==> config.mk <==
export PLATFORM = sky130hd
export DESIGN_NAME = midi_voices
export DESIGN_NICKNAME = d
export VERILOG_FILES = /design/src/rtl/midi_voices_pkg.sv /design/src/rtl/midi_voices_adsr_env.sv /design/src/rtl/midi_voices.sv
export SDC_FILE = /design/constraint.sdc
export NUM_CORES = 1
export LEC_CHECK = 0
export BUFFER_PORTS_ARGS = -buffer_cell sky130_fd_sc_hd__buf_2
export CAP_MARGIN = 20
export CORE_MARGIN = 1.5
export CORE_UTILIZATION = 55
export CTS_BUF_LIST = sky130_fd_sc_hd__clkbuf_8 sky130_fd_sc_hd__clkbuf_16
export CTS_CLUSTER_DIAMETER = 60
export DETAILED_ROUTE_END_ITERATION = 12
export GPL_TIMING_DRIVEN = 1
export HOLD_SLACK_MARGIN = 0.02
export PLACE_DENSITY = 0.78
export SKIP_CTS_REPAIR_TIMING = 1
export SYNTH_ARGS = -nofsm -noshare
export SYNTH_HDL_FRONTEND = slang
export SYNTH_SLANG_ARGS = --single-unit
==> constraint.sdc <==
create_clock -name clk_in -period 5.4 [get_ports clk_in]
set_input_delay 0.81 -clock clk_in [delete_from_list [all_inputs] [get_ports clk_in]]
set_output_delay 0.81 -clock clk_in [all_outputs]
set_load 0.01 [all_outputs]
==> src/rtl/midi_voices_pkg.sv <==
// Shared MIDI decode constants and envelope state type for the polyphonic voice front end.
package midi_voices_pkg;

   localparam int MIDI_BYTES = 24;

   localparam logic [3:0] NOTE_OFF   = 4'h8;
   localparam logic [3:0] NOTE_ON    = 4'h9;
   localparam logic [3:0] CC         = 4'hB;
   localparam logic [3:0] PITCH_BEND = 4'hE;

   localparam logic [7:0] CC_MOD        = 8'h01;
   localparam logic [7:0] CC_ATTACK     = 8'h46;
   localparam logic [7:0] CC_DECAY      = 8'h47;
   localparam logic [7:0] CC_SUSTAIN    = 8'h48;
   localparam logic [7:0] CC_RELEASE    = 8'h49;
   localparam logic [7:0] ALL_NOTES_OFF = 8'h7B;

   typedef enum logic [2:0] {
      ENV_IDLE,
      ENV_ATTACK,
      ENV_DECAY,
      ENV_SUSTAIN,
      ENV_RELEASE
   } env_state_t;

   // A voice whose key is still held, i.e. one that a note-off can move to release.
   function automatic logic is_gate_on(input env_state_t s);
      return (s == ENV_ATTACK) || (s == ENV_DECAY) || (s == ENV_SUSTAIN);
   endfunction

endpackage

==> src/rtl/midi_voices_adsr_env.sv <==
// Per-voice ADSR envelope: event transitions take priority over the periodic tick.
module adsr_env
   import midi_voices_pkg::*;
#(
   parameter int ENV_WIDTH  = 16,
   parameter int STEP_SHIFT = 2
) (
   input  logic                 clk_in,
   input  logic                 rst_n_in,
   input  logic                 tick,
   input  logic                 trigger,
   input  logic                 note_release,
   input  logic [6:0]           attack_time,
   input  logic [6:0]           decay_time,
   input  logic [6:0]           sustain_level,
   input  logic [6:0]           release_time,
   output logic [ENV_WIDTH-1:0] level,
   output env_state_t           state
);

   localparam logic [ENV_WIDTH-1:0] ENV_MAX = '1;

   logic [6:0]           rate_time;
   logic [7:0]           rate_base;
   logic [ENV_WIDTH-1:0] step;
   logic [ENV_WIDTH-1:0] sus_target;
   logic [ENV_WIDTH:0]   up_sum;
   logic [ENV_WIDTH:0]   down_diff;

   always_comb begin
      rate_time = attack_time;
      case (state)
         ENV_DECAY:   rate_time = decay_time;
         ENV_RELEASE: rate_time = release_time;
         default:     rate_time = attack_time;
      endcase
   end

   // Longer times give smaller steps; time 127 is the slowest slope of one unit before shifting.
   assign rate_base  = 8'd128 - {1'b0, rate_time};
   assign step       = ENV_WIDTH'(rate_base) << STEP_SHIFT;
   assign sus_target = {sustain_level, {(ENV_WIDTH-7){1'b0}}};
   assign up_sum     = {1'b0, level} + {1'b0, step};
   assign down_diff  = {1'b0, level} - {1'b0, step};

   always_ff @(posedge clk_in or negedge rst_n_in) begin
      if (!rst_n_in) begin
         state <= ENV_IDLE;
         level <= '0;
      end else if (trigger) begin
         state <= ENV_ATTACK;
      end else if (note_release) begin
         if (state != ENV_IDLE) state <= ENV_RELEASE;
      end else if (tick) begin
         case (state)
            ENV_IDLE: level <= '0;
            ENV_ATTACK: begin
               if (up_sum[ENV_WIDTH] || (up_sum[ENV_WIDTH-1:0] == ENV_MAX)) begin
                  level <= ENV_MAX;
                  state <= ENV_DECAY;
               end else begin
                  level <= up_sum[ENV_WIDTH-1:0];
               end
            end
            ENV_DECAY: begin
               if (down_diff[ENV_WIDTH] || (down_diff[ENV_WIDTH-1:0] <= sus_target)) begin
                  level <= sus_target;
                  state <= ENV_SUSTAIN;
               end else begin
                  level <= down_diff[ENV_WIDTH-1:0];
               end
            end
            ENV_SUSTAIN: level <= sus_target;
            ENV_RELEASE: begin
               if (down_diff[ENV_WIDTH] || (down_diff[ENV_WIDTH-1:0] == '0)) begin
                  level <= '0;
                  state <= ENV_IDLE;
               end else begin
                  level <= down_diff[ENV_WIDTH-1:0];
               end
            end
            default: state <= ENV_IDLE;
         endcase
      end
   end

endmodule

==> src/rtl/midi_voices.sv <==
// Polyphonic MIDI front end: channel filter, voice allocation with stealing, CC registers
// and a shared envelope tick feeding one ADSR per voice.
module midi_voices
   import midi_voices_pkg::*;
#(
   parameter int NUM_VOICES = 4,
   parameter int ENV_WIDTH  = 16,
   parameter int CHANNEL    = 0,
   parameter int TICK_DIV   = 1024,
   parameter int STEP_SHIFT = 2
) (
   input  logic                            clk_in,
   input  logic                            rst_n_in,
   input  logic [MIDI_BYTES-1:0]           midi_event,
   input  logic                            midi_valid_in,
   output logic [NUM_VOICES*7-1:0]         voice_note_out,
   output logic [NUM_VOICES*7-1:0]         voice_vel_out,
   output logic [NUM_VOICES*ENV_WIDTH-1:0] voice_env_out,
   output logic [NUM_VOICES-1:0]           voice_active_out,
   output logic [13:0]                     pitchbend_out,
   output logic [6:0]                      mod_out
);

   localparam int PTR_W  = $clog2(NUM_VOICES);
   localparam int TICK_W = $clog2(TICK_DIV);

   logic [3:0]        kind;
   logic [3:0]        chan;
   logic [7:0]        data1;
   logic [7:0]        data2;
   logic              accept;
   logic              note_on;
   logic              note_off;
   logic              cc_event;
   logic              all_off;
   logic              tick;
   logic [TICK_W-1:0] tick_cnt;
   logic [PTR_W-1:0]  steal_ptr;
   logic [PTR_W-1:0]  match_idx;
   logic [PTR_W-1:0]  idle_idx;
   logic [PTR_W-1:0]  rel_idx;
   logic [PTR_W-1:0]  target;
   logic              found_match;
   logic              found_idle;
   logic              found_rel;
   logic [6:0]        attack_time;
   logic [6:0]        decay_time;
   logic [6:0]        sustain_level;
   logic [6:0]        release_time;

   logic [NUM_VOICES-1:0] trigger;
   logic [NUM_VOICES-1:0] release_req;
   logic [6:0]            note_q    [NUM_VOICES];
   logic [6:0]            vel_q     [NUM_VOICES];
   logic [ENV_WIDTH-1:0]  env_level [NUM_VOICES];
   env_state_t            env_state [NUM_VOICES];

   assign kind     = midi_event[23:20];
   assign chan     = midi_event[19:16];
   assign data1    = midi_event[15:8];
   assign data2    = midi_event[7:0];
   assign accept   = midi_valid_in && (chan == 4'(CHANNEL));
   assign note_on  = accept && (kind == NOTE_ON) && (data2 != 8'd0);
   assign note_off = accept && ((kind == NOTE_OFF) || ((kind == NOTE_ON) && (data2 == 8'd0)));
   assign cc_event = accept && (kind == CC);
   assign all_off  = cc_event && (data1 == ALL_NOTES_OFF);
   assign tick     = (tick_cnt == TICK_W'(TICK_DIV - 1));

   // Scanning from the top down lets the lowest matching index overwrite the others.
   always_comb begin
      found_match = 1'b0;
      found_idle  = 1'b0;
      found_rel   = 1'b0;
      match_idx   = '0;
      idle_idx    = '0;
      rel_idx     = '0;
      for (int i = NUM_VOICES - 1; i >= 0; i--) begin
         if ((env_state[i] != ENV_IDLE) && (note_q[i] == data1[6:0])) begin
            found_match = 1'b1;
            match_idx   = PTR_W'(i);
         end
         if (env_state[i] == ENV_IDLE) begin
            found_idle = 1'b1;
            idle_idx   = PTR_W'(i);
         end
         if (env_state[i] == ENV_RELEASE) begin
            found_rel = 1'b1;
            rel_idx   = PTR_W'(i);
         end
      end
      if (found_match)     target = match_idx;
      else if (found_idle) target = idle_idx;
      else if (found_rel)  target = rel_idx;
      else                 target = steal_ptr;
   end

   always_comb begin
      trigger     = '0;
      release_req = '0;
      for (int i = 0; i < NUM_VOICES; i++) begin
         trigger[i]     = note_on && (target == PTR_W'(i));
         release_req[i] = (note_off && (note_q[i] == data1[6:0]) && is_gate_on(env_state[i]))
                       || (all_off && (env_state[i] != ENV_IDLE));
      end
   end

   always_ff @(posedge clk_in or negedge rst_n_in) begin
      if (!rst_n_in) begin
         tick_cnt  <= '0;
         steal_ptr <= '0;
      end else begin
         tick_cnt <= tick ? '0 : tick_cnt + 1'b1;
         if (note_on && !found_match && !found_idle && !found_rel)
            steal_ptr <= (steal_ptr == PTR_W'(NUM_VOICES - 1)) ? '0 : steal_ptr + 1'b1;
      end
   end

   always_ff @(posedge clk_in or negedge rst_n_in) begin
      if (!rst_n_in) begin
         for (int i = 0; i < NUM_VOICES; i++) begin
            note_q[i] <= '0;
            vel_q[i]  <= '0;
         end
      end else begin
         for (int i = 0; i < NUM_VOICES; i++) begin
            if (trigger[i]) begin
               note_q[i] <= data1[6:0];
               vel_q[i]  <= data2[6:0];
            end
         end
      end
   end

   always_ff @(posedge clk_in or negedge rst_n_in) begin
      if (!rst_n_in) begin
         pitchbend_out <= 14'h2000;
         mod_out       <= '0;
         attack_time   <= '0;
         decay_time    <= '0;
         sustain_level <= 7'd127;
         release_time  <= '0;
      end else begin
         if (accept && (kind == PITCH_BEND)) pitchbend_out <= {data2[6:0], data1[6:0]};
         if (cc_event) begin
            case (data1)
               CC_MOD:     mod_out       <= data2[6:0];
               CC_ATTACK:  attack_time   <= data2[6:0];
               CC_DECAY:   decay_time    <= data2[6:0];
               CC_SUSTAIN: sustain_level <= data2[6:0];
               CC_RELEASE: release_time  <= data2[6:0];
               default:    ;
            endcase
         end
      end
   end

   for (genvar v = 0; v < NUM_VOICES; v++) begin : g_voice
      adsr_env #(
         .ENV_WIDTH  (ENV_WIDTH),
         .STEP_SHIFT (STEP_SHIFT)
      ) u_env (
         .clk_in        (clk_in),
         .rst_n_in      (rst_n_in),
         .tick          (tick),
         .trigger       (trigger[v]),
         .note_release  (release_req[v]),
         .attack_time   (attack_time),
         .decay_time    (decay_time),
         .sustain_level (sustain_level),
         .release_time  (release_time),
         .level         (env_level[v]),
         .state         (env_state[v])
      );
      assign voice_note_out[v*7 +: 7]                = note_q[v];
      assign voice_vel_out[v*7 +: 7]                 = vel_q[v];
      assign voice_env_out[v*ENV_WIDTH +: ENV_WIDTH] = env_level[v];
      assign voice_active_out[v]                     = (env_state[v] != ENV_IDLE);
   end

endmodule

* Word-level counts from Yosys, hierarchy flattened
Index checks and enable logic that the tools add are counted.
** Cells by class
- $add $sub $neg :: 14
- $lt $le $gt $ge :: 4
- Eq/ne operators :: 59
- Muxes and demuxes :: 81
- Bitwise gates (word level) :: 8
- Reduce and logical (&&, ||, !) cells :: 100
** Operators with widths (count)
- 16-bit case mux with 5 select lines :: 4
- 16-bit two-way mux :: 12
- 3-bit two-way mux :: 28
- 16-bit by 10-bit adder with 17-bit output :: 4
- 16-bit by 10-bit subtractor with 17-bit output :: 4
- 16-bit equality test (second input constant) :: 4
- 16-bit <= comparator :: 4
- 16-bit logical NOT :: 4
- 7-bit case mux with 2 select lines :: 4
- 4-bit by 1-bit inequality test with 1-bit output (second input constant) :: 12
- 3-bit case mux with 4 select lines :: 4
- 8-bit by 7-bit equality test with 1-bit output (second input constant) :: 5
- 2-bit two-way mux :: 16
- 8-bit by 7-bit subtractor with 8-bit output (first input constant) :: 4
- 1-bit logical AND :: 31
- 7-bit equality test :: 4
- 1-bit logical OR :: 25
- 3-bit by 2-bit equality test with 1-bit output (second input constant) :: 8
- 6-bit AND reduction :: 4
- 3-bit nonzero test :: 8
- 5-bit nonzero test :: 4
- 4-bit equality test (second input constant) :: 4
- 4-bit AND reduction :: 4
- 3-bit by 1-bit equality test with 1-bit output (second input constant) :: 4
- other kinds (20) :: 61
** Word-level totals
- Register bits after elaboration :: 193
- Bits of input ports :: 27
- Output and inout port bits :: 145
- Logic and storage cells :: 290

* Longest topological paths before layout
Gate-level depths: netlist of run 1.
- Depth in word-level cells :: 12
- Mapped depth :: 28
- Depth with buffers taken out :: 25

* By module
A second synthesis of run 1 with hierarchy kept.
** Unflattened totals
- Cell total of the unflattened synthesis :: 1990
- Area, all modules :: 17135.2 um2
** By module, submodules not included
- adsr_env at g_voice[1].u_env ... :: instances 2, cells an instance 420, area an instance 3016.6 um2, sequential area each 450.4 um2
- midi_voices :: instances 1, cells an instance 402, area an instance 5521.5 um2, sequential area each 2937.8 um2
- adsr_env at g_voice[0].u_env :: instances 1, cells an instance 387, area an instance 2840.2 um2, sequential area each 450.4 um2
- adsr_env at g_voice[3].u_env :: instances 1, cells an instance 361, area an instance 2740.1 um2, sequential area each 450.4 um2

* Least setup slack after synthesis of run 1
OpenSTA, ideal clock, no wires.
- Kind :: reg2reg
- Start point :: register g_voice[3].u_env.state[1]
- End point :: register g_voice[3].u_env.level[9]
- Setup time :: 0.120 ns
- Arrival :: 5.358 ns
- Data required time :: 5.280 ns
- Path slack :: -0.078 ns
- Cell stages (with the launch flop) :: 26
- Path buffers :: 2
- Clock period less this slack :: 5.478 ns
- Cells stage by stage :: dfrtp_1 > buf_2 > clkinv_1 > nor2_1 > nand2_1 > o221ai_1 > ha_1 > nand3_1 > nand3b_1 > xnor2_1 > ha_1 > clkbuf_1 > nor2b_1 > a21oi_1 > o211ai_1 > o31a_1 > or2_2 > ha_1 > nand3_1 > nor2_1 > nand4_1 > o31ai_1 > o21ai_0 > nor2b_1 > a2111o_1 > o211a_1
** Between the ends
- Longest elaborated chain between the ends :: 12
- Elaborated cells on any way between the ends :: 59
- Those cells by class :: add/sub (3); order compare (1); eq/ne (6); mux (32); bitwise (2); reduce/logical (15)
** RTL lines
- start: declaration :: line midi_voices_adsr_env.sv:18 : output env_state_t state
- start signal: assignment :: line midi_voices_adsr_env.sv:48 : state <= ENV_IDLE;
- start signal: assignment :: line midi_voices_adsr_env.sv:51 : state <= ENV_ATTACK;
- start signal: assignment :: line midi_voices_adsr_env.sv:53 : if (state != ENV_IDLE) state <= ENV_RELEASE;
- branches (longest 12 deep; another with 16-bit by 10-bit subtractor with 17-bit output)
- end signal: assignment :: line midi_voices_adsr_env.sv:70 : level <= down_diff[ENV_WIDTH-1:0];
- end signal: assignment :: line midi_voices_adsr_env.sv:73 : ENV_SUSTAIN: level <= sus_target;
- end signal: assignment :: line midi_voices_adsr_env.sv:79 : level <= down_diff[ENV_WIDTH-1:0];
- end: declaration :: line midi_voices_adsr_env.sv:17 : output logic [ENV_WIDTH-1:0] level,
Several ways; the timed one is not identified.
A chain may end at the register's enable or synchronous reset.

* Final worst setup path of run 1
- Start point :: register attack_time[1]
- End point :: register g_voice[1].u_env.state[0]
** Between the ends
- Longest elaborated chain between the ends :: 7
- Elaborated cells on any way between the ends :: 14
- Those cells by class :: add/sub (3); order compare (1); eq/ne (4); mux (1); reduce/logical (5)
** RTL lines
- start: declaration :: line midi_voices.sv:46 : logic [6:0] attack_time;
- start signal: assignment :: line midi_voices.sv:147 : CC_ATTACK: attack_time <= data2[6:0];
- 7-bit case mux with 2 select lines * :: line midi_voices_adsr_env.sv:32 : case (state)
- 8-bit by 7-bit subtractor with 8-bit output * :: line midi_voices_adsr_env.sv:40 : assign rate_base = 8'd128 - {1'b0, rate_time};
- 16-bit by 10-bit subtractor with 17-bit output / 16-bit by 10-bit adder with 17-bit output (equally long branches) :: line midi_voices_adsr_env.sv:44, midi_voices_adsr_env.sv:43
- 16-bit <= comparator (tied with other cells) :: line midi_voices_adsr_env.sv:66 : if (down_diff[ENV_WIDTH] || (down_diff[ENV_WIDTH-1:0] <= sus_target)) begin
- 1-bit logical OR, on equally long branches :: line midi_voices_adsr_env.sv:66, midi_voices_adsr_env.sv:75, midi_voices_adsr_env.sv:58
- 4-bit by 1-bit inequality test with 1-bit output (no line)
- 6-bit AND reduction (no line) *
- end signal: assignment :: line midi_voices_adsr_env.sv:68 : state <= ENV_SUSTAIN;
- end signal: assignment :: line midi_voices_adsr_env.sv:77 : state <= ENV_IDLE;
- end signal: assignment :: line midi_voices_adsr_env.sv:82 : default: state <= ENV_IDLE;
- end: declaration :: line midi_voices_adsr_env.sv:18
Every way passes the cells marked *; elsewhere a longest branch is shown, timed or not.

==> metrics, run 1 <==
status=finished, final reports clean; reg2reg path depth=22; Synth Cell Area=16300 µm²; max-slew violations=0; initial DRC count=1679; Slowest cell on crit path=dfrtp_1; Die Y=175 µm; yosys synthesis warning count=0; Hold Vio Cnt, Final=0; Worst-path clk slew=90 ps; Overflow after GRT=0; clk_lat worst skew=450 ps; Total GRT Usage=33.2%; DRT antenna net count=0; ant diodes=0; CTS tree=yes; Least-Margin Pin Slew=963 ps; first-pass GRT wire length=81300 µm; final critical-path share of the clock period=98.7%; average routed wire per standard cell=21.2 µm; FP Rows=62; Max Cap Viol=0; Storage cell area=4740 µm²; Final Util=67.1%; register area share after synthesis=29.1%; layout cell share with drive strength beyond 1=28.6%; number of I/O pins=172; core area=28900 µm²; XOR/XNOR Fraction of Synth Area=6.07%; Critical Path RT=5720 ps; Async S/R FF share, synth=100%; hold slack=396 ps; number of flops mapped to enable cells by yosys=0; Compound-Gate Fraction of Synth Area=22.9%; I/O Buffers=171; CP peak stage delay=740 ps; Max VDD drop=0.155 mV; critical path type=reg -> reg; post-synthesis adder-cell area fraction=8.83%; Layout area overhead=19.4%; Final GP Congestion=0.977; post-synthesis cell type count=105; syn nets=2037; critical path endpoint category=flop; Initial Utilization=56.2%; number of global-route vias before repair=15355; Crit Path Max Fanout=9; final std cells w/o fill=2503; area of the multi-input gates=11300 µm²; FF+latch count, synth=189; Max-Slew Margin vs Limit=35.0%; Final Net Count=2243; routed wire length=53000 µm; Root Driver=clkbuf_16; Min Clock Period, post-route=5330 ps; P_leak=9.00 nW; worst hold path class=in -> async; startpoint types=flop; clk_skew=20.2 ps; pin count of the biggest net entering global routing=99; Fillers=2373; Placed Cells=2454; Mean Syn Cell Area=8.57 µm²; most frequent cell after synthesis=dfrtp_1; via count=16288; maximum root-to-sink buffer count=2; top cells by count, synth=dfrtp_1, nand2_1, a21oi_1; fraction of synthesized area in multiplexers=7.61%; drt first pass iters=6; Post-Syn Instances=1900; initial antenna violation count=0; CTS H-Tree Depth=4; Horiz. Die Dim=175 µm; Area contributors post-synth=dfrtp_1, ha_1, mux2_2; Inserted Clock Buffers=17; post-synthesis simple-gate area fraction=19.5%; CP cell instances=o22ai_1 > nand2_1 > o221ai_2 > ha_2 > and3_4 > and3_4 > xor2_4 > ha_1 > nand2b_4 > or3_1 > o221ai_2 > buf_4 > o21ai_0 > nand2_1 > ha_1 > a21oi_1 > nor2b_1 > o31ai_2 > nor3_2 > o21bai_2 > o311a_1 > or3_1; area share of the largest cell type after synthesis=27.8%; DRC viols=0; final setup vio count=0; CP arrival=5660 ps; largest family of logic cells by synthesized area=compound AO/OA/AOI/OAI gates; RSZ-0062 raised after global routing=yes; PwrDens=153 nW/µm²; Max Freq=188 MHz; Via density=6.51; Synth area leader=dfrtp_1; Sink Count=189; Die Footprint=30600 µm²; Top FF cell, synth=dfrtp_1; DP HPWL=38800 µm
placed cells by master (no fill, tap or decap), types with 15 or more instances in the layout:
master	count
xnor2_1	60
nand4_1	32
nand2_1	142
ha_1	89
o21a_1	15
o211ai_1	19
a21o_1	17
buf_4	135
inv_1	111
nand3_1	53
nor2_1	99
o21bai_1	16
xor2_1	39
buf_2	170
nor3_1	43
a21oi_1	115
mux2_2	102
a221oi_1	19
a31oi_1	23
o21ai_0	94
dfrtp_1	177
a211oi_1	15
and3_1	16
nand2b_1	18
nor2b_1	33
clkbuf_16	17
nor4_1	21
o22ai_1	24
flip-flops by register name, summed over array words and instances, names as in the netlist:
register             count
voice_vel_out           28
voice_note_out          28
attack_time              7
g_voice.u_env.level     60
mod_out                  7
decay_time               7
g_voice.u_env.state     12
release_time             7
steal_ptr                2
pitchbend_out           14
tick_cnt                10
sustain_level            7
final cells by class:
cell class,count,share of cell area [%]
tap,384,2.47
clock inverter,15,0.921
inverter,111,2.14
clock buffer,17,2.19
sequential,189,24.4
multi-input combinational,1478,57.9
timing repair buffer,309,9.94
worst paths after layout:
kind	startpoint	endpoint	slack [ps]
worst max-delay path	attack_time[1]	g_voice[1].u_env.state[0]	70
worst min-delay path	rst_n_in	tick_cnt[0]	400
worst max register to register	attack_time[1]	g_voice[1].u_env.state[0]	70
worst min register to register	tick_cnt[4]	tick_cnt[4]	490
max in group asynchronous	rst_n_in	g_voice[0].u_env.level[7]	3990
min in group clk_in	tick_cnt[4]	tick_cnt[4]	490
where the power goes:
part	internal (mW)	switching (mW)	total (mW)	leakage [nW]
logic	0.0705	0.127	0.198	6.28
clock network	0.628	0.701	1.33	0.296
registers	1.43	0.00926	1.44	2.42
worst max-delay path, delay by kind of cell (launching register included):
kind	cells	cell delay (ps)
xor gates and xnor gates	1	150
AOI/OAI and AO/OA	8	1670
and+or+nand+nor	9	1690
buffers and inverters	1	170
adders and majority gates	3	780
DFF	1	740
metrics by stage:
step / cell area, µm² / power, mW / worst slack, ps / TNS (ps)
floorplan: 16300 / 1.56 / 20.0 / 0
global placement: 18000 / 1.65 / -136 / -845
detailed placement: 18000 / 1.65 / -306 / -2610
CTS: 18600 / 2.95 / -330 / -3290
global route: 19400 / 3.03 / -154 / -2230
finish: 19400 / 2.96 / 67.9 / 0
cells by family after synthesis:
group | after synthesis
AO/OA/AOI/OAI | 543
XOR/XNOR | 112
adder cells (fa/ha/maj) | 110
buffers and inverters | 233
flip-flops | 189
multiplexers | 111
AND/OR/NAND/NOR | 602
per-layer routing:
| metal | vias to the layer above | routed length (µm) | global-route usage, % |
|---|---|---|---|
| met3 | 153 | 4890 | 5.96 |
| li1 | 7434 | - | - |
| met4 | 0 | 1980 | 13.4 |
| met2 | 878 | 24800 | 53.9 |
| met1 | 7823 | 21400 | 43.9 |
| met5 | - | 0 | 0 |
No activity file was read; power rests on OpenSTA's default activity.
==> run 2, diff against run 1 <==
SETUP_SLACK_MARGIN = 0.3   (was default)
==> run 2 against run 1 <==
  * The run now ends with setup timing left
  * Sequential power about the same
  * Critical path type unchanged
  * First-iteration DRC count increased by 5.2%
  * Largest power group unchanged
  * Combinational power increased by 9%
==> metrics, run 2 (synthesis gave the netlist of run 1 again) <==
Slowest cell on crit path=a222oi_1; CP arrival=5720 ps (+60 ps); clk_lat worst skew=460 ps (about the same); maximum root-to-sink buffer count=2 (unchanged); Top reg by flops=g_voice.u_env.level; Layout area overhead=25.8%; Die Footprint=30600 µm² (unchanged); via count=16896 (+3.7%); Worst-path clk slew=90 ps (about the same); Max-Slew Margin vs Limit=30.8% (-4.2 points); Horiz. Die Dim=175 µm (unchanged); number of global-route vias before repair=15159 (-1.3%); Root Driver=clkbuf_16; Initial Utilization=56.2% (unchanged); initial antenna violation count=0 (unchanged); Max Freq=185 MHz (-1.5%); average routed wire per standard cell=22.5 µm (+6.3%); DRT antenna net count=0 (unchanged); max-slew violations=0 (unchanged); Final GP Congestion=0.973 (-0.40%); P_leak=9.27 nW (+3.0%); CP Launch Point=g_voice[0].u_env.state[0]; worst hold path class=in -> async; DRC viols=0 (unchanged); Min Clock Period, post-route=5410 ps (+82.0 ps); drt first pass iters=8 (+2); Crit Path Max Fanout=6 (-3); Critical Path RT=5710 ps (about the same); FF-to-FF setup slack=-10 ps (-80 ps); Overflow after GRT=0 (unchanged); number of I/O pins=172 (unchanged); CP peak stage delay=480 ps (-260 ps); Design Power=3.02 mW (+2.1%); Sink Count=189 (unchanged); Final Net Count=2262 (+0.85%); Least-Margin Pin Slew=1040 ps (+75.8 ps); first-pass GRT wire length=82200 µm (+1.0%); CTS tree=yes; DP HPWL=38800 µm (-0.17%); routed wire length=56800 µm (+7.1%); Inserted Clock Buffers=17 (unchanged); max FFs per register=60 (unchanged); Final Util=70.7% (+3.6 points); RSZ-0062 raised after global routing=yes; CP Capture Point=g_voice[0].u_env.level[13]; most frequent cells in the layout=dfrtp_1, buf_2, nand2_1, buf_4, inv_1; CTS H-Tree Depth=4 (unchanged); Max Cap Viol=0 (unchanged); Hold Vio Cnt, Final=0 (unchanged); Total GRT Usage=33.5% (+0.27 points); core area=28900 µm² (unchanged); PwrDens=148 nW/µm² (-3.1%); failing checks=setup timing; initial DRC count=1766 (+5.2%); RR Endpoint=g_voice[0].u_env.level[13]; reg2reg path depth=25 (+14%); I/O Buffers=171 (unchanged); critical path type=reg -> reg; startpoint types=flop; status=finished with violations; Worst path most repeated cell=nor2_1; final critical-path share of the clock period=100% (+1.5 points); critical path endpoint category=flop; r2r startpoint=g_voice[0].u_env.state[0]; ant diodes=0 (unchanged); final setup vio count=2 (+2); layout cell share with drive strength beyond 1=34.0% (+5.4 points); Die Y=175 µm (unchanged); clk_skew=25.8 ps (+5.56 ps); pin count of the biggest net entering global routing=182 (+84%); Max VDD drop=0.206 mV (+33%); FP Rows=62 (unchanged); final setup margin=-14.1 ps (-82.0 ps); Via density=6.70 (+3.0%); most common library cell in the layout ignoring fill and taps=dfrtp_1
[run 2: cell types whose count changed in the layout (fill, tap and decap cells not counted), sizes merged]
| cell | previous run | this run |
|---|---|---|
| buf | 307 | 324 |
| clkinv | 9 | 7 |
| clkinvlp | 0 | 2 |
| a22o | 11 | 12 |
| bufinv | 0 | 1 |
| inv | 117 | 116 |
| nand2 | 144 | 145 |
[run 2: worst min path at each step]
stage / from / to / slack [ps]
3_5_place_dp: tick_cnt[4] / tick_cnt[4] / 460
4_1_cts: rst_n_in / pitchbend_out[0] / 160
2_1_floorplan: tick_cnt[4] / tick_cnt[4] / 450
6_report: rst_n_in / pitchbend_out[0] / 160
5_1_grt: rst_n_in / pitchbend_out[3] / 160
3_3_place_gp: tick_cnt[4] / tick_cnt[4] / 470
[run 2: where the power goes]
group          switching, mW  total, mW  internal (mW)  leakage (nW)
Sequential           0.00954       1.44           1.43          2.42
Combinational          0.138      0.216         0.0783          6.55
Clock                  0.692       1.37          0.679         0.298
Total                  0.839       3.02           2.18          9.27
[run 2: cell type report]
class	instances	area [µm²]
Sequential cell	189	4750
Timing Repair Buffer	326	2110
Fill cell	2191	8470
Inverter	111	420
Clock inverter	15	208
Multi-Input combinational cell	1480	12100
Clock buffer	17	425
Tap cell	384	480
[run 2: per-stage QoR]
stage / setup TNS [ps] / hold WS (ps) / instance area [µm²] / setup WS (ps) / cells
finish: -23.2 / 165 / 20500 / -14.1 / 2522
global route: -738 / 157 / 20500 / -211 / 2522
detailed placement: -3560 / 464 / 17800 / -253 / 2418
global placement: -1740 / 467 / 17800 / -214 / 2418
floorplan: 0 / 445 / 16300 / 251 / 1900
CTS: -4720 / 163 / 18400 / -257 / 2450
[run 2: worst max-delay path, delay by kind of cell, from the launching register on]
family | cells | cell delay, ps
flops | 1 | 450
buf+inv | 1 | 180
fa+ha+maj | 3 | 850
xor+xnor | 2 | 580
compound gates | 11 | 2160
simple gates | 8 | 1070
[run 2: layer usage]
metal,up-vias,routed length [µm],part of all wire (%),GRT usage [%]
li1,7475,-,-,-
met1,8202,22400,40,45.4
met2,1011,26500,47,54.4
met3,208,5540,9.8,5.03
met4,0,2270,4.0,12.0
met5,-,0,0,0
==> run 3, diff against run 2 <==
ABC_AREA = 1   (was default)
CORE_ASPECT_RATIO = 1.1   (was default)
==> run 3 against run 2 <==
  * The flow now finishes without violations
  * Sequential power hardly changed
  * Cell count is 34% higher
  * Critical endpoint is now g_voice[1].u_env.level[9]
  * Largest power group unchanged
  * Combinational power is 36% lower
  * Final area is 0.15% lower
  * Synthesized cell count is 45% higher
  * Critical path depth is 6 higher
  * Global-route usage is 3.1 points higher
  * Clock power is 3% higher
==> metrics, run 3 <==
Root Driver=clkbuf_16; first-pass GRT wire length=92800 µm (+13%); Max VDD drop=0.247 mV (+20%); Placed Cells=3305 (+37%); most common library cell in the layout ignoring fill and taps=nand2_1; CP Launch Point=g_voice[1].u_env.state[2]; via count=19262 (+14%); drt first pass iters=6 (-2); core area=30500 µm² (+5.5%); max-slew violations=0 (unchanged); post-synthesis cell type count=50 (-52%); Total GRT Usage=36.6% (+3.1 points); CTS H-Tree Depth=4 (unchanged); final std cells w/o fill=3387 (+34%); Post-Syn Instances=2758 (+45%); yosys synthesis warning count=0 (unchanged); pre-CTS WS=-158 ps (+94.6 ps); Slowest cell on crit path=dfrtp_1; Hold Vio Cnt, Final=0 (unchanged); reg2reg path depth=31 (+24%); ant diodes=0 (unchanged); area of the multi-input gates=11600 µm² (-4.3%); Mean Syn Cell Area=6.21 µm² (-28%); initial DRC count=2124 (+20%); Fillers=2782 (+27%); register area share after synthesis=27.7% (-1.4 points); clk_skew=20.1 ps (-5.67 ps); routed wire length=60100 µm (+5.8%); DP HPWL=45100 µm (+16%); Buffers & Inverters on Critical Path=6 (+5); Inserted Clock Buffers=17 (unchanged); maximum root-to-sink buffer count=2 (unchanged); top cells by count, synth=nand2_1, inv_1, nor2_1; FF-to-FF setup slack=380 ps (+400 ps); I/O Buffers=171 (unchanged); layout cell share with drive strength beyond 1=18.9% (-15 points); DRT antenna net count=0 (unchanged); pin count of the biggest net entering global routing=105 (-42%); Top FF cell, synth=dfrtp_1; most frequent cell after synthesis=nand2_1; CP peak stage delay=420 ps (-60 ps); Async S/R FF share, synth=100% (unchanged); Max Freq=199 MHz (+7.9%); most frequent cells in the layout=nand2_1, inv_1, nor2_1, nand3_1, o21ai_0; status=finished, final reports clean; startpoint types=flop; syn nets=2895 (+42%); max FFs per register=60 (unchanged); PwrDens=146 nW/µm² (-1.3%); Final Net Count=3097 (+37%); Area contributors post-synth=dfrtp_1, nand2_1, ha_1; Die Footprint=32200 µm² (+5.1%); P_leak=11.0 nW (+19%); r2r startpoint=g_voice[1].u_env.state[2]; Top reg by flops=g_voice.u_env.level; final setup vio count=0 (-2); Max-Slew Margin vs Limit=34.2% (+3.4 points); Layout area overhead=19.3%; Least-Margin Pin Slew=985 ps (-53.5 ps); Initial Utilization=56.1% (-0.13 points); critical path type=reg -> reg; crit-path leading delay family=simple AND/OR/NAND/NOR gates; average routed wire per standard cell=17.7 µm (-21%); critical path endpoint category=flop; hold slack=413 ps (+249 ps); DRC viols=0 (unchanged); Overflow after GRT=0 (unchanged); Worst path most repeated cell=nand2_1; FF+latch count, synth=189 (unchanged); Sink Count=189 (unchanged); Storage cell area=4750 µm² (about the same); worst hold path class=in -> async; RSZ-0062 raised after global routing=yes; final critical-path share of the clock period=92.9% (-7.3 points); initial antenna violation count=0 (unchanged); Horiz. Die Dim=171 µm (-2.2%); CTS tree=yes; Critical Path RT=5790 ps (+80 ps); FP Rows=67 (+8.1%); Min Clock Period, post-route=5020 ps (-397 ps); Crit Path Max Fanout=7 (+1); Synth Cell Area=17100 µm² (+5.2%); Final GP Congestion=0.992 (+1.9%); clk_lat worst skew=460 ps (about the same); RR Endpoint=g_voice[1].u_env.level[9]; number of global-route vias before repair=17572 (+16%); area share of the largest cell type after synthesis=26.5% (-1.4 points); Max Cap Viol=0 (unchanged); Via density=5.69 (-15%); Synth area leader=dfrtp_1; number of flops mapped to enable cells by yosys=0 (unchanged); Die Y=188 µm (+7.4%); final setup margin=383 ps (+397 ps); number of I/O pins=172 (unchanged); CP arrival=5410 ps (-310 ps); Worst-path clk slew=90 ps (about the same)
==> run 3: cell count changes after synthesis, moves of 35 or more <==
cell	previous run	this run
nor2_1	112	242
xnor2_1	66	17
a21oi_1	126	74
clkbuf_1	72	31
nand3_1	56	217
nor2b_1	35	0
inv_1	110	338
o21ai_0	97	193
mux2_2	102	0
nand2_1	143	990
==> run 3: area by class of cell <==
class / instances / area share (%)
Multi-Input combinational cell: 2121 / 56.5
Sequential cell: 189 / 23.2
Timing Repair Buffer: 261 / 7.64
Inverter: 370 / 6.88
Tap cell: 414 / 2.53
Clock buffer: 17 / 2.08
Clock inverter: 15 / 1.10
==> run 3: cell families (layout without fill, tap and decap cells) <==
logic type,after synthesis,in the layout,share of synthesized area (%)
simple gates,1609,1609,39.4
compound gates,344,344,11.0
fa+ha+maj,110,110,8.39
flops,189,189,27.7
buf+inv,448,663,10.4
xor+xnor,58,58,3.01
==> run 3: worst max path at each step <==
stage | slack [ps] | end | cells after the start
2_1_floorplan | 650 | g_voice[0].u_env.level[14] | 33
3_3_place_gp | -100 | g_voice[1].u_env.level[13] | 32
3_5_place_dp | -160 | g_voice[1].u_env.level[12] | 32
4_1_cts | -190 | g_voice[1].u_env.level[10] | 32
5_1_grt | 130 | g_voice[3].u_env.state[0] | 35
6_report | 380 | g_voice[1].u_env.level[9] | 31
==> run 3: where the power goes <==
group	leakage (nW)	switching (mW)	internal (mW)	total, mW
sequential	2.49	0.00719	1.43	1.43
clock	0.313	0.745	0.664	1.41
combinational	8.18	0.101	0.0367	0.138
==> run 3: metrics by stage <==
stage | instance area, µm² | power, mW | TNS [ps] | util (%)
2_1_floorplan | 17100 | 1.52 | 0 | -
3_3_place_gp | 18400 | 1.59 | -1110 | 60.3
3_5_place_dp | 18400 | 1.60 | -1930 | 60.3
4_1_cts | 19100 | 2.98 | -2550 | 62.5
5_1_grt | 20400 | 3.05 | 0 | 67.0
6_report | 20400 | 2.98 | 0 | 67.0
==> run 3: layer usage <==
metal  GRT usage, %  routed length [µm]  up-vias
met3           4.96                4990      152
met2           58.3               27700      967
met1           50.8               25600     8952
met5              0                   0        -
met4           12.4                1880        0
li1               -                   -     9191
==> run 3: worst reg2reg max path: cells and delay by family, from the launching register on <==
kind	cells	cell delay, ps
xor+xnor	1	300
compound gates	6	770
fa+ha+maj	3	830
buf+inv	6	770
flops	1	420
simple gates	15	1850
